[src/rtl/alu_seq_pkg.sv]
// Shared types for the ALU sequencer: opcodes, FSM states and instruction field offsets.
// Opcode 5 is JNZ when ALU_SEQ_JNZ_EN is defined, SHL otherwise.
package alu_seq_pkg;

  localparam int OP_W = 3;

  typedef enum logic [2:0] {
    OP_ADD  = 3'd0,
    OP_SUB  = 3'd1,
    OP_AND  = 3'd2,
    OP_OR   = 3'd3,
    OP_XOR  = 3'd4,
`ifdef ALU_SEQ_JNZ_EN
    OP_JNZ  = 3'd5,
`else
    OP_SHL  = 3'd5,
`endif
    OP_LDI  = 3'd6,
    OP_HALT = 3'd7
  } opcode_e;

  typedef enum logic [1:0] {
    ST_IDLE  = 2'd0,
    ST_FETCH = 2'd1,
    ST_EXEC  = 2'd2,
    ST_DONE  = 2'd3
  } state_e;

  // Instruction layout, MSB to LSB: op | rd | rs | imm
  function automatic int instr_w(input int data_w, input int rsel_w);
    return OP_W + 2 * rsel_w + data_w;
  endfunction

  function automatic int op_lsb(input int data_w, input int rsel_w);
    return data_w + 2 * rsel_w;
  endfunction

  function automatic int rd_lsb(input int data_w, input int rsel_w);
    return data_w + rsel_w;
  endfunction

  function automatic int rs_lsb(input int data_w);
    return data_w;
  endfunction

endpackage

[src/rtl/alu_core.sv]
// Combinational ALU: result, next carry and register write-enable for one opcode.
// With ALU_SEQ_JNZ_EN defined, opcode 5 (JNZ) writes nothing here; the sequencer handles the jump.
module alu_core
  import alu_seq_pkg::*;
#(
  parameter int DATA_W = 8
) (
  input  logic [2:0]        op,
  input  logic [DATA_W-1:0] a,
  input  logic [DATA_W-1:0] b,
  input  logic              carry_in,
  output logic [DATA_W-1:0] y,
  output logic              carry,
  output logic              we
);

  opcode_e         op_e;
  logic [DATA_W:0] sum;

  assign op_e = opcode_e'(op);

  always_comb begin
    y     = a;
    carry = carry_in;
    we    = 1'b1;
    sum   = '0;
    case (op_e)
      OP_ADD: begin
        sum   = {1'b0, a} + {1'b0, b};
        y     = sum[DATA_W-1:0];
        carry = sum[DATA_W];
      end
      OP_SUB: begin
        y     = a - b;
        carry = (b > a);
      end
      OP_AND: begin
        y     = a & b;
        carry = 1'b0;
      end
      OP_OR: begin
        y     = a | b;
        carry = 1'b0;
      end
      OP_XOR: begin
        y     = a ^ b;
        carry = 1'b0;
      end
`ifdef ALU_SEQ_JNZ_EN
      OP_JNZ: we = 1'b0;
`else
      OP_SHL: begin
        y     = {a[DATA_W-2:0], 1'b0};
        carry = a[DATA_W-1];
      end
`endif
      OP_LDI:  y  = b;   // carry passes through unchanged
      OP_HALT: we = 1'b0;
      default: we = 1'b0;
    endcase
  end

endmodule

[src/rtl/alu_sequencer.sv]
// Self-sequencing execution unit: host-loaded program memory, pc, register file, carry flag.
// Define ALU_SEQ_JNZ_EN to turn opcode 5 into a conditional jump instead of SHL.
module alu_sequencer
  import alu_seq_pkg::*;
#(
  parameter int DATA_W = 8,
  parameter int ADDR_W = 4,
  parameter int RSEL_W = 2
) (
  input  logic                               clk,
  input  logic                               rst,
  input  logic                               prog_we,
  input  logic [ADDR_W-1:0]                  prog_addr,
  input  logic [instr_w(DATA_W, RSEL_W)-1:0] prog_data,
  input  logic                               start,
  output logic                               busy,
  output logic                               done,
  output logic [ADDR_W-1:0]                  pc,
  output logic [DATA_W-1:0]                  result_out,
  output logic                               carry_out,
  input  logic [RSEL_W-1:0]                  dbg_sel,
  output logic [DATA_W-1:0]                  dbg_data
);

  localparam int INSTR_W = instr_w(DATA_W, RSEL_W);
  localparam int DEPTH   = 1 << ADDR_W;
  localparam int NREGS   = 1 << RSEL_W;
  localparam int OP_LSB  = op_lsb(DATA_W, RSEL_W);
  localparam int RD_LSB  = rd_lsb(DATA_W, RSEL_W);
  localparam int RS_LSB  = rs_lsb(DATA_W);

  logic [INSTR_W-1:0] mem [DEPTH];
  logic [INSTR_W-1:0] ir_q;
  logic [DATA_W-1:0]  regs [NREGS];

  state_e              state_q, state_d;
  logic [ADDR_W-1:0]   pc_q, pc_d;
  logic                busy_q, busy_d;
  logic                done_q, done_d;
  logic                carry_q, carry_d;
  logic [DATA_W-1:0]   result_q, result_d;

  logic                mem_we;
  logic                fetch_en;
  logic                rf_we;
  logic [2:0]          ir_op;
  opcode_e             ir_opcode;
  logic [RSEL_W-1:0]   ir_rd;
  logic [RSEL_W-1:0]   ir_rs;
  logic [DATA_W-1:0]   ir_imm;
  logic [DATA_W-1:0]   rd_val;
  logic [DATA_W-1:0]   rs_val;
  logic [DATA_W-1:0]   alu_b;
  logic [DATA_W-1:0]   alu_y;
  logic                alu_carry;
  logic                alu_we;

  assign ir_op     = ir_q[OP_LSB +: OP_W];
  assign ir_opcode = opcode_e'(ir_op);
  assign ir_rd     = ir_q[RD_LSB +: RSEL_W];
  assign ir_rs     = ir_q[RS_LSB +: RSEL_W];
  assign ir_imm    = ir_q[DATA_W-1:0];
  assign rd_val    = regs[ir_rd];
  assign rs_val    = regs[ir_rs];
  assign alu_b     = (ir_opcode == OP_LDI) ? ir_imm : rs_val;

  alu_core #(
    .DATA_W (DATA_W)
  ) u_alu (
    .op       (ir_op),
    .a        (rd_val),
    .b        (alu_b),
    .carry_in (carry_q),
    .y        (alu_y),
    .carry    (alu_carry),
    .we       (alu_we)
  );

  // Host writes only land while the program is not running.
  assign mem_we   = prog_we && ((state_q == ST_IDLE) || (state_q == ST_DONE));
  assign fetch_en = (state_q == ST_FETCH);

  // Program memory has no reset so a loaded program survives rst.
  always_ff @(posedge clk) begin
    if (mem_we) begin
      mem[prog_addr] <= prog_data;
    end
    if (fetch_en) begin
      ir_q <= mem[pc_q];
    end
  end

  always_comb begin
    state_d  = state_q;
    pc_d     = pc_q;
    busy_d   = busy_q;
    done_d   = 1'b0;
    carry_d  = carry_q;
    result_d = result_q;
    rf_we    = 1'b0;
    case (state_q)
      ST_IDLE: begin
        if (start) begin
          state_d = ST_FETCH;
          pc_d    = '0;
          busy_d  = 1'b1;
        end
      end
      ST_FETCH: state_d = ST_EXEC;
      ST_EXEC: begin
        if (ir_opcode == OP_HALT) begin
          state_d = ST_DONE;
          busy_d  = 1'b0;
          done_d  = 1'b1;
        end else begin
          state_d = ST_FETCH;
          pc_d    = pc_q + ADDR_W'(1);
          carry_d = alu_carry;
          if (alu_we) begin
            rf_we    = 1'b1;
            result_d = alu_y;
          end
`ifdef ALU_SEQ_JNZ_EN
          if ((ir_opcode == OP_JNZ) && (rd_val != '0)) begin
            pc_d = ADDR_W'(ir_imm);
          end
`endif
        end
      end
      ST_DONE: state_d = ST_IDLE;
      default: state_d = ST_IDLE;
    endcase
  end

  always_ff @(posedge clk) begin
    if (rst) begin
      state_q  <= ST_IDLE;
      pc_q     <= '0;
      busy_q   <= 1'b0;
      done_q   <= 1'b0;
      carry_q  <= 1'b0;
      result_q <= '0;
    end else begin
      state_q  <= state_d;
      pc_q     <= pc_d;
      busy_q   <= busy_d;
      done_q   <= done_d;
      carry_q  <= carry_d;
      result_q <= result_d;
    end
  end

  for (genvar gi = 0; gi < NREGS; gi++) begin : g_rf
    logic [DATA_W-1:0] rf_q;
    always_ff @(posedge clk) begin
      if (rst) begin
        rf_q <= '0;
      end else if (rf_we && (ir_rd == RSEL_W'(gi))) begin
        rf_q <= alu_y;
      end
    end
    assign regs[gi] = rf_q;
  end

  assign busy       = busy_q;
  assign done       = done_q;
  assign pc         = pc_q;
  assign result_out = result_q;
  assign carry_out  = carry_q;
  assign dbg_data   = regs[dbg_sel];

endmodule

[config.mk]
export PLATFORM = sky130hd
export DESIGN_NAME = alu_sequencer
export DESIGN_NICKNAME = d
export VERILOG_FILES = /design/src/rtl/alu_seq_pkg.sv /design/src/rtl/alu_core.sv /design/src/rtl/alu_sequencer.sv
export SDC_FILE = /design/constraint.sdc
export NUM_CORES = 1
export LEC_CHECK = 0
export BUFFER_PORTS_ARGS = -buffer_cell sky130_fd_sc_hd__buf_4
export CORE_MARGIN = 1.5
export CORE_UTILIZATION = 55
export CTS_CLUSTER_SIZE = 25
export DETAILED_ROUTE_END_ITERATION = 8
export PLACE_DENSITY = 0.72
export SLEW_MARGIN = 20
export SYNTH_ARGS = -nofsm -noshare
export SYNTH_HDL_FRONTEND = slang
export SYNTH_HIERARCHICAL = 1
export SYNTH_SLANG_ARGS = --single-unit
[constraint.sdc]
create_clock -name clk -period 4.2 [get_ports clk]
set_input_delay 0.84 -clock clk [delete_from_list [all_inputs] [get_ports clk]]
set_output_delay 0.84 -clock clk [all_outputs]
set_load 0.05 [all_outputs]
==> out/summary.txt <==
status: completed
Vias/cell: 6.185
Worst-Skew Late Latency: 0.53 ns
Static Leak: 5.061 nW
Avg Cell Area, Syn: 14.78 sq um
TritonRoute pass-1 iters: 5
core area: 24320 sq um
Synth Cell Area: 13660 sq um
WL per Instance: 23.42 um
Routed WL: 31030 um
Post-CTS Resized: 0
number of synthesized flops with an enable pin: 255
top post-synthesis cells by count: 255 x edfxtp_1, 93 x mux2i_1, 69 x nor2_1
chip height: 160.6 um
Die ar.: 25780 sq um
Max-slew headroom: 28.40%
aggregate global-route resource usage: 24.49%
Root Driver: clkbuf_16
most used flip-flop cell after synthesis: edfxtp_1
Synth cell types: 60
CTS hold repair buffers: 0
number of max-cap violations: 0
Setup crit start: ir_q[8]
pin slew with the least headroom to its limit: 1.073 ns
Routed Antenna Nets: 0
Final Critical Period: 3.700 ns
# nets final: 1036
Ys Warns: 6
TritonCTS buffer count: 29
grt met3 use: 3.642%
area share of the largest cell type after synthesis: 56.07%
Worst Path Class, Setup: register to register
CTS tree: built
CP Capture Type: register
fin crit share: 88.09%
Starting Density: 56.16%
Syn Nets: 981
VDD IR max: 0.3403 mV
GRT Residual Overflow: 0
Final Skew: 0.01012 ns
Final Hold Fails: 0
Final setup viols: 0
final total power: 6.608 mW
fin. max-slew vios: 0
crit-path max FO: 8
die extent in x: 160.6 um
vias in the first global route: 8076
most common cell in the netlist: edfxtp_1
Setup TNS: 0 ns
antenna violations before repair: 0
Crit path required time: 4.60 ns
Routability Congestion: 0.8687
Post-CTS Setup Bufs: 0
busiest layer in global routing: met2
antenna fix cells: 0
Max Root-Sink Buffers: 3
power density of the placed cells: 427.6 nW/um^2
Iter 0 DRT Violations: 702
clk sink count: 304
met1 usage: 33.35%
data arrival time of the worst path: 4.10 ns
Peak Freq: 270.3 MHz
Yosys top cell by area: edfxtp_1
post-detail-place hpwl: 19570 um
clock-pin slew on the worst setup and hold paths: 0.07 ns
Rows: 57
area grow syn2layout: 13.15%
Hold Crit Start: result_out[1]
via count: 8195
FF+latch count, synth: 304
Port Buffers: 47
RSZ-0062 raised after global routing: no
first-pass GRT wire length: 47670 um
Hold Path Class: register to register
share of cells above drive strength 1: 21.08%
Reg2Reg Launch Point: ir_q[8]
Top Ports: 48
Synth area leaders: edfxtp_1 56%, mux4_2 8.9%, dfxtp_1 7.2%
largest net degree at the start of global routing: 50
H-tree level count: 1
critical path startpoint category: register
Async SR Flop Fraction: 0%
register area share after synthesis: 63.25%
DRC: 0
GRT met2 Usage: 40.91%
Post-Synthesis Cells: 924
==> layer usage <==
metal / vias to the layer above / share of wire, %
met4: 0 / 2.3
li1: 3736 / -
met2: 306 / 50
met1: 4099 / 41
met5: - / 0
met3: 54 / 6.9
==> logic make-up after synthesis <==
family	after synthesis	share of synthesized area, %
multiplexers	158	16.63
AO/OA/AOI/OAI	157	7.952
XOR/XNOR	3	0.1924
adder cells (fa/ha/maj)	32	3.042
buffers and inverters	84	2.666
AND/OR/NAND/NOR	186	6.267
flip-flops	304	63.25
==> sequential cells by signal, indices dropped and copies added, names as in the netlist <==
name and count:
mem 240, g_rf.rf_q 32, ir_q 15, result_out 8, pc 4, state_q 2, busy 1, carry_out 1
done 1
==> final timing paths <==
kind,cells past startpoint,slack (ns),to
worst max-delay path,12,0.50,g_rf[2].rf_q[7]
worst max register to register,12,0.50,g_rf[2].rf_q[7]
worst min-delay path,2,0.45,result_out[1]
worst min register to register,2,0.45,result_out[1]
==> metrics by stage <==
step / hold WS (ns) / utilization (%) / worst slack, ns / instance area (sq um) / instances
2_1_floorplan: 0.4890 / - / 0.7586 / 13660 / 924
3_5_place_dp: 0.4474 / 59.52 / 0.5052 / 14480 / 1272
5_1_grt: 0.4745 / 63.54 / 0.3110 / 15450 / 1325
4_1_cts: 0.4561 / 63.50 / 0.4745 / 15440 / 1325
6_report: 0.4547 / 63.54 / 0.5002 / 15450 / 1325
3_3_place_gp: 0.4425 / 59.52 / 0.5657 / 14480 / 1272
==> cell type report <==
type	count	area, sq um
clock buffers	32	737.0
fillers	1743	8867
multi-input cells	536	4730
inverters	31	116.4
well taps	324	405.4
repair buffers	77	590.6
flip-flops and latches	304	8643
clock inverters	21	230.2
==> power by group <==
part | internal [mW] | leakage, nW | switching [mW]
sequential | 3.34 | 2.70 | 0.0546
combinational | 0.222 | 1.89 | 0.368
clock | 1.57 | 0.471 | 1.06
total | 5.13 | 5.06 | 1.48
==> placed cells by master, fill, tap and decap left out, types with 5 or more instances in the layout <==
cell,n
o21ai_0,34
clkinv_1,7
mux2i_1,93
a221oi_1,33
clkbuf_16,29
inv_1,31
a22oi_1,17
a21oi_1,33
edfxtp_1,255
buf_4,76
clkinv_2,6
mux4_2,54
ha_1,30
nor3_1,10
dfxtp_1,47
nand2_1,59
nor2_1,57
bufinv_16,5
mux2_2,11
nand2b_1,7
nor2_2,10
nand3_1,8
==> worst max-delay path, cell delays in order, from the launching register on <==
cell	delay, ns
edfxtp_1	0.56
mux4_2	0.56
mux2_2	0.29
inv_1	0.10
ha_1	0.31
or3_1	0.40
o221a_2	0.27
a221oi_2	0.24
xnor2_1	0.14
nor2_1	0.05
o32a_2	0.44
mux2i_1	0.15
nor2_1	0.05
No activity file was read; power rests on OpenSTA's default activity.
